`src/rtl/relu_array_pipe.sv`:
```
// relu_array_pipe: two-stage valid/ready activation pipeline (bypass / ReLU / ReLU6 / leaky ReLU).
// Defining RELU_CLIP_CNT_EN adds clip_clr/clip_cnt and a saturating count of ReLU6 clipped lanes.
module relu_array_pipe #(
    parameter int BITWIDTH    = 8,
    parameter int CHANNELS    = 4,
    parameter int MAX_VAL     = 6,
    parameter int LEAKY_SHIFT = 3
) (
    input  logic                         clk,
    input  logic                         rst,
    input  logic [1:0]                   mode,
    input  logic                         in_valid,
    output logic                         in_ready,
    input  logic [CHANNELS*BITWIDTH-1:0] in_data,
    output logic                         out_valid,
    input  logic                         out_ready,
    output logic [CHANNELS*BITWIDTH-1:0] out_data,
`ifdef RELU_CLIP_CNT_EN
    input  logic                         clip_clr,
    output logic [15:0]                  clip_cnt,
`endif
    output logic                         busy
);

    localparam logic signed [BITWIDTH-1:0] MAX_V = BITWIDTH'(MAX_VAL);

    // Handshake: a beat moves on a side only in a cycle where valid & ready are both high;
    // a producer holding valid keeps its data stable until that cycle.
    logic                         s1_valid;
    logic [1:0]                   s1_mode;
    logic [CHANNELS*BITWIDTH-1:0] s1_data;
    logic                         s2_valid;
    logic [CHANNELS*BITWIDTH-1:0] s2_data;
    logic [CHANNELS*BITWIDTH-1:0] act_data;
    logic                         adv1;
    logic                         adv2;

    function automatic logic [BITWIDTH-1:0] activate(input logic [1:0] m,
                                                     input logic signed [BITWIDTH-1:0] x);
        logic [BITWIDTH-1:0] y;
        y = x;
        case (m)
            2'd1: if (x[BITWIDTH-1]) y = '0;
            2'd2: begin
                if (x[BITWIDTH-1])  y = '0;
                else if (x > MAX_V) y = MAX_V;
            end
            2'd3: if (x[BITWIDTH-1]) y = x >>> LEAKY_SHIFT;
            default: y = x;
        endcase
        return y;
    endfunction

    for (genvar k = 0; k < CHANNELS; k++) begin : g_lane
        assign act_data[k*BITWIDTH +: BITWIDTH] = activate(s1_mode, s1_data[k*BITWIDTH +: BITWIDTH]);
    end

    // S2 can take a beat when empty or draining this cycle; in_ready follows out_ready combinationally.
    assign adv2      = s1_valid & (~s2_valid | out_ready);
    assign in_ready  = ~s1_valid | adv2;
    assign adv1      = in_valid & in_ready;
    assign out_valid = s2_valid;
    assign out_data  = s2_data;
    assign busy      = s1_valid | s2_valid;

    always_ff @(posedge clk) begin
        if (rst) begin
            s1_valid <= 1'b0;
            s1_mode  <= 2'd0;
            s1_data  <= '0;
        end else if (adv1) begin
            s1_valid <= 1'b1;
            s1_mode  <= mode;
            s1_data  <= in_data;
        end else if (adv2) begin
            s1_valid <= 1'b0;
        end
    end

    always_ff @(posedge clk) begin
        if (rst) begin
            s2_valid <= 1'b0;
            s2_data  <= '0;
        end else if (adv2) begin
            s2_valid <= 1'b1;
            s2_data  <= act_data;
        end else if (out_ready) begin
            s2_valid <= 1'b0;
        end
    end

`ifdef RELU_CLIP_CNT_EN
    logic [CHANNELS-1:0] clip_flag;
    logic [CHANNELS-1:0] s2_clip;
    logic [16:0]         clip_sum;

    for (genvar k = 0; k < CHANNELS; k++) begin : g_clip
        assign clip_flag[k] = (s1_mode == 2'd2) &&
                              ($signed(s1_data[k*BITWIDTH +: BITWIDTH]) > MAX_V);
    end

    always_comb begin
        clip_sum = {1'b0, clip_cnt};
        for (int k = 0; k < CHANNELS; k++) begin
            clip_sum = clip_sum + 17'(s2_clip[k]);
        end
    end

    // Flags travel with the beat so the count is taken when the beat leaves the pipe.
    always_ff @(posedge clk) begin
        if (rst) begin
            s2_clip  <= '0;
            clip_cnt <= 16'd0;
        end else begin
            if (adv2) s2_clip <= clip_flag;
            if (clip_clr)
                clip_cnt <= 16'd0;
            else if (s2_valid && out_ready)
                clip_cnt <= clip_sum[16] ? 16'hFFFF : clip_sum[15:0];
        end
    end
`endif

endmodule
```
`config.mk`:
```
export PLATFORM = sky130hd
export DESIGN_NAME = relu_array_pipe
export DESIGN_NICKNAME = d
export VERILOG_FILES = /design/src/rtl/relu_array_pipe.sv
export SDC_FILE = /design/constraint.sdc
export NUM_CORES = 1
export LEC_CHECK = 0
export BUFFER_PORTS_ARGS = -buffer_cell sky130_fd_sc_hd__buf_2
export CORE_MARGIN = 4
export CORE_UTILIZATION = 40
export CTS_CLUSTER_DIAMETER = 120
export CTS_CLUSTER_SIZE = 12
export DETAILED_ROUTE_END_ITERATION = 16
export GPL_TIMING_DRIVEN = 0
export PLACE_DENSITY_LB_ADDON = 0.12
export SLEW_MARGIN = 40
export SYNTH_ARGS = -nofsm -noshare
export SYNTH_HDL_FRONTEND = slang
export SYNTH_SLANG_ARGS = --single-unit
```
`constraint.sdc`:
```
create_clock -name clk -period 1.6 [get_ports clk]
set_input_delay 0.32 -clock clk [delete_from_list [all_inputs] [get_ports clk]]
set_output_delay 0.32 -clock clk [all_outputs]
set_load 0.05 [all_outputs]
```
[Word level (Yosys, flattened, before mapping)]
Cells that the tools add are included.
Storage, ports and cells
  register bits: 68
  output and inout port bits: 35
  logic and storage cells: 45
Operators by class
  order comparisons: 4
  equality and inequality tests: 3
  mux-type cells: 24
  bitwise gates (word level): 7
  reduce and logical (&&, ||, !) cells: 2
Operators with widths (number)
  one-hot mux 8 bit (3 select lines): 4
  two-way mux 7 bit: 12
  > comparator 8 x 4 -> 1 bit (second input constant): 4
  two-way mux 8 bit: 4
  equality test 2 bit (second input constant): 2
  two-way mux 1 bit: 4
  nonzero test 2 bit: 2
  OR 1 bit: 3
  bitwise AND 1 bit: 2
  equality test 2 x 1 -> 1 bit (second input constant): 1
  NOT 1 bit: 2

[Logic depth before layout (Yosys ltp)]
  depth after elaboration: 6
  depth in mapped cells: 5

[Worst setup path after synthesis]
Ideal clock, no wire load.
  kind: register to register
  from: register s2_valid (netlist: out_valid)
  to: register s1_mode[0]
  library setup time: 0.071 ns
  data arrival time: 2.033 ns
  required time: 1.529 ns
  slack: -0.504 ns
  cell stages (with the launch flop): 6
  buffers on the path: 1
  period minus slack after synthesis: 2.104 ns
  cell sequence: dfxtp_1 -> nand3b_1 -> nand2_1 -> clkbuf_1 -> nand2_1 -> a21oi_1
On the way
  word-level cells in the longest chain between the ends: 5
Ends and longest elaborated chain
  start: declaration: line 32  | logic s2_valid;
  start signal: assignment: line 82  | s2_valid <= 1'b0;
  start signal: assignment: line 85  | s2_valid <= 1'b1;
  start signal: assignment: line 88  | s2_valid <= 1'b0;
  NOT 1 bit: line 59  | assign adv2 = s1_valid & (~s2_valid | out_ready);
  OR 1 bit: line 59
  bitwise AND 1 bit: line 59
  OR 1 bit: line 60  | assign in_ready = ~s1_valid | adv2;
  named net in_ready: line 13  | output logic in_ready,
  bitwise AND 1 bit: line 61  | assign adv1 = in_valid & in_ready;
  end signal: assignment: line 73  | s1_mode <= mode;
  end: declaration: line 30  | logic [1:0] s1_mode;
The timed path passes the listed nets, and every way through them passes these cells.
A chain may end at the register's enable or synchronous reset.

[Worst setup path after layout]
  from: register s1_data[23]
  to: register s2_data[21] (netlist: out_data[21])
On the way
  word-level cells in the longest chain between the ends: 4
  elaborated cells between the ends (all ways): 6
Ends and longest elaborated chain
  start: declaration: line 31  | logic [CHANNELS*BITWIDTH-1:0] s1_data;
  start signal: assignment: line 74  | s1_data <= in_data;
  > comparator 8 x 4 -> 1 bit: line 46  | else if (x > MAX_V) y = MAX_V;
  two-way mux 7 bit: line 46
  two-way mux 7 bit: line 45  | if (x[BITWIDTH-1]) y = '0;
  one-hot mux 8 bit (3 select lines) *: line 42  | case (m)
  end signal: assignment: line 86  | s2_data <= act_data;
  end: declaration: line 33  | logic [CHANNELS*BITWIDTH-1:0] s2_data;
Every way passes the cells marked *; elsewhere a longest branch is shown, timed or not.

==> flow_metrics.py <==
metrics = {
    "sta": {
        "rsz0062_at_grt": "yes",
        "max_slew_margin_pct": 61.3,
        "fmax_ghz": 0.583,
        "finalMaxSlewViolations": 0,
        "setup_viol": 8,
        "worst_slew_pin_slew_ps": 581,
        "hold_viol_final": 0,
        "clock_skew_ps": 5.89,
        "setup_tns_ps": -476,
        "setup_slack_ps": -114,
        "timing.final.crit_share_pct": 107,
        "fin_hold_ws_ps": 204,
        "finalCriticalPeriod_ps": 1710,
    },
    "setup_path": {
        "r2r_end": "out_data[21]",
        "critical_path_arrival_ps": 1990,
        "ff2ff_setup_slack_ps": -110,
        "startpoint": "s1_data[23]",
        "crit_fanout": 4,
        "startpoint_type": "flop",
        "timing.rr.start": "s1_data[23]",
        "worstSetupPathType": "flop to flop",
        "reg2reg_depth": 4,
        "end_kind": "flop",
        "required_ps": 1880,
    },
    "global_routing": {
        "grt_max_degree": 11,
        "grt_first_pass_wirelength_mm": 13.2,
        "grt-ovfl-total": 0,
        "grt_pass1_vias": 2693,
        "antenna_found_initial": 0,
        "grtUsageTotal_pct": 19.7,
    },
    "cells_and_area": {
        "num-nets-final": 471,
        "drive_above_1_share_pct": 29.0,
        "final_cell_mix": "nand2_1 (82), buf_2 (72), dfxtp_1 (60)",
        "final_common_cell": "nand2_1",
        "design_area_mm2": 0.00368,
        "n_antenna_cell": 0,
        "area_growth_pct": 30.6,
    },
    "synth": {
        "synth_area_leaders": "dfxtp_1 (48%), nand2_1 (11%), a21oi_1 (9.2%)",
        "async_reset_ff_share_pct": 0,
        "synth_cell_type_count": 38,
        "yosysTopAreaCell": "dfxtp_1",
        "synth_fp_nets": 388,
        "synth_ff_type": "dfxtp_1",
        "ys_seq_area_share_pct": 48.3,
        "ys.warnings.count": 0,
        "synthCells": 350,
        "ys_seq_elements": 68,
        "synthDominantCellAreaShare_pct": 48.3,
        "syn_avg_cell_area_um2": 8.05,
        "synth-edff-count": 0,
        "syn_area_mm2": 0.00282,
    },
    "clocking": {
        "clk_pin_slew_ps": 70,
        "cts_tree": "yes",
        "cts_sinks": 68,
        "cts_root_buffer": "clkbuf_8",
        "cts_buffers": 9,
        "htreeDepth": 3,
        "clockBufferDepth": 2,
        "clk_latency_ps": 340,
    },
    "route": {
        "ant_nets": 0,
        "dr.pass1.iters": 4,
        "wire_per_inst_um": 15.1,
        "vias": 2803,
        "avgViaCountPerCell": 5.25,
        "wl_mm": 8.06,
        "drt_iter0_markers": 73,
        "drcViolationCount": 0,
    },
    "min_path": {
        "hold_class": "primary input to flop",
        "worstHoldStart": "in_data[22]",
        "hold_depth": 3,
        "hold-path-endpoint": "s1_data[22]",
    },
    "outcome": {
        "failed_checks": "setup timing",
        "status": "finished with violations",
    },
    "pwr": {
        "vdd_ir_drop_max_uv": 676,
        "p_leak_nw": 1.53,
        "finalPower_mw": 3.80,
        "pwr_density_cell_mw_per_mm2": 1030,
    },
    "placed_design": {
        "placed_area_mm2": 0.00334,
        "routabilityCongestion": 0.829,
        "io_buffers": 72,
        "dp_hpwl_mm": 5.80,
        "post-place-ws_ps": -249,
    },
    "job": {
        "cap_violations": 0,
    },
    "floorplanning": {
        "ioPinCount": 73,
        "coreArea_mm2": 0.00683,
        "die_x_um": 91.9,
        "die_area_mm2": 0.00845,
        "dieHeight_um": 91.9,
        "initial_utilization_pct": 41.2,
        "placementRows": 30,
    },
}
worst max path at each step:
stage | endpoint | slack, ps | cells past startpoint
after detailed placement | s1_data[14] | -250 | 5
after floorplan | s1_mode[0] | -30 | 5
final | out_data[21] | -110 | 4
after CTS | out_data[20] | -90 | 4
after global placement | s1_data[23] | -210 | 5
after global routing | out_data[21] | -170 | 4
what timing repair did:
item | CTS | global route
buffers inserted | 1 | 1
hold buffers | 0 | 0
pin swaps | 6 | 4
setup endpoints to repair | 57 | 48
gates resized for setup | 19 | 24
flip-flops by register name, summed over array words and instances, names as in the netlist:
signal / cells
s1_mode: 2
s1_data: 32
out_data: 32
s1_valid: 1
out_valid: 1
layout make-up:
class / count / area [um^2]
Fill cell: 703 / 3150
Multi-Input combinational cell: 252 / 1470
Sequential cell: 68 / 1380
Timing Repair Buffer: 74 / 375
Clock buffer: 15 / 176
Buffer: 23 / 135
Tap cell: 96 / 120
Inverter: 5 / 18.8
Clock inverter: 1 / 5.00
worst max-delay path, stage by stage, from the launching register on:
cell and delay, ps:
dfxtp_2 330, or4_1 510, a311o_1 350, a211o_1 320, o2bb2ai_1 130
cell families after synthesis:
group	synth area share (%)
and+or+nand+nor	21.6
AOI/OAI and AO/OA	25.4
DFF	48.3
buffers and inverters	4.00
xor gates and xnor gates	0.311
muxes	0.355
report_power, final:
group	internal [mW]	switching, mW	leakage, nW
clock	0.690	0.622	0.0937
combinational	0.214	0.419	0.872
sequential	1.78	0.0766	0.561
Yosys cell counts (2+ instances only):
cell / n
nor3_1: 6
nand2b_1: 2
buf_1: 3
clkbuf_1: 22
dfxtp_1: 68
a211oi_1: 11
o2bb2ai_1: 8
nor2b_1: 2
nand2_1: 83
a211o_1: 2
or3_1: 3
and3_1: 3
nand3_1: 2
o21ai_0: 5
a311oi_1: 5
nand4_1: 2
a22oi_1: 5
a221oi_1: 9
or2_2: 2
a31oi_1: 2
a21oi_1: 52
nor2_1: 26
or4_1: 2
nor4_1: 4
inv_1: 5
a22o_1: 2
a21o_1: 3
metal layers:
layer | part of all wire [%] | track usage (%)
met5 | 0 | 0
met4 | 1.8 | 7.67
met3 | 5.3 | 4.76
met2 | 45 | 29.3
met1 | 48 | 27.5
stage by stage:
step,util (%),cells
after floorplan,-,350
after global placement,48.9,518
after detailed placement,48.9,518
after CTS,52.5,534
after global routing,53.8,534
final,53.8,534
(Power assumes the default switching activity.)
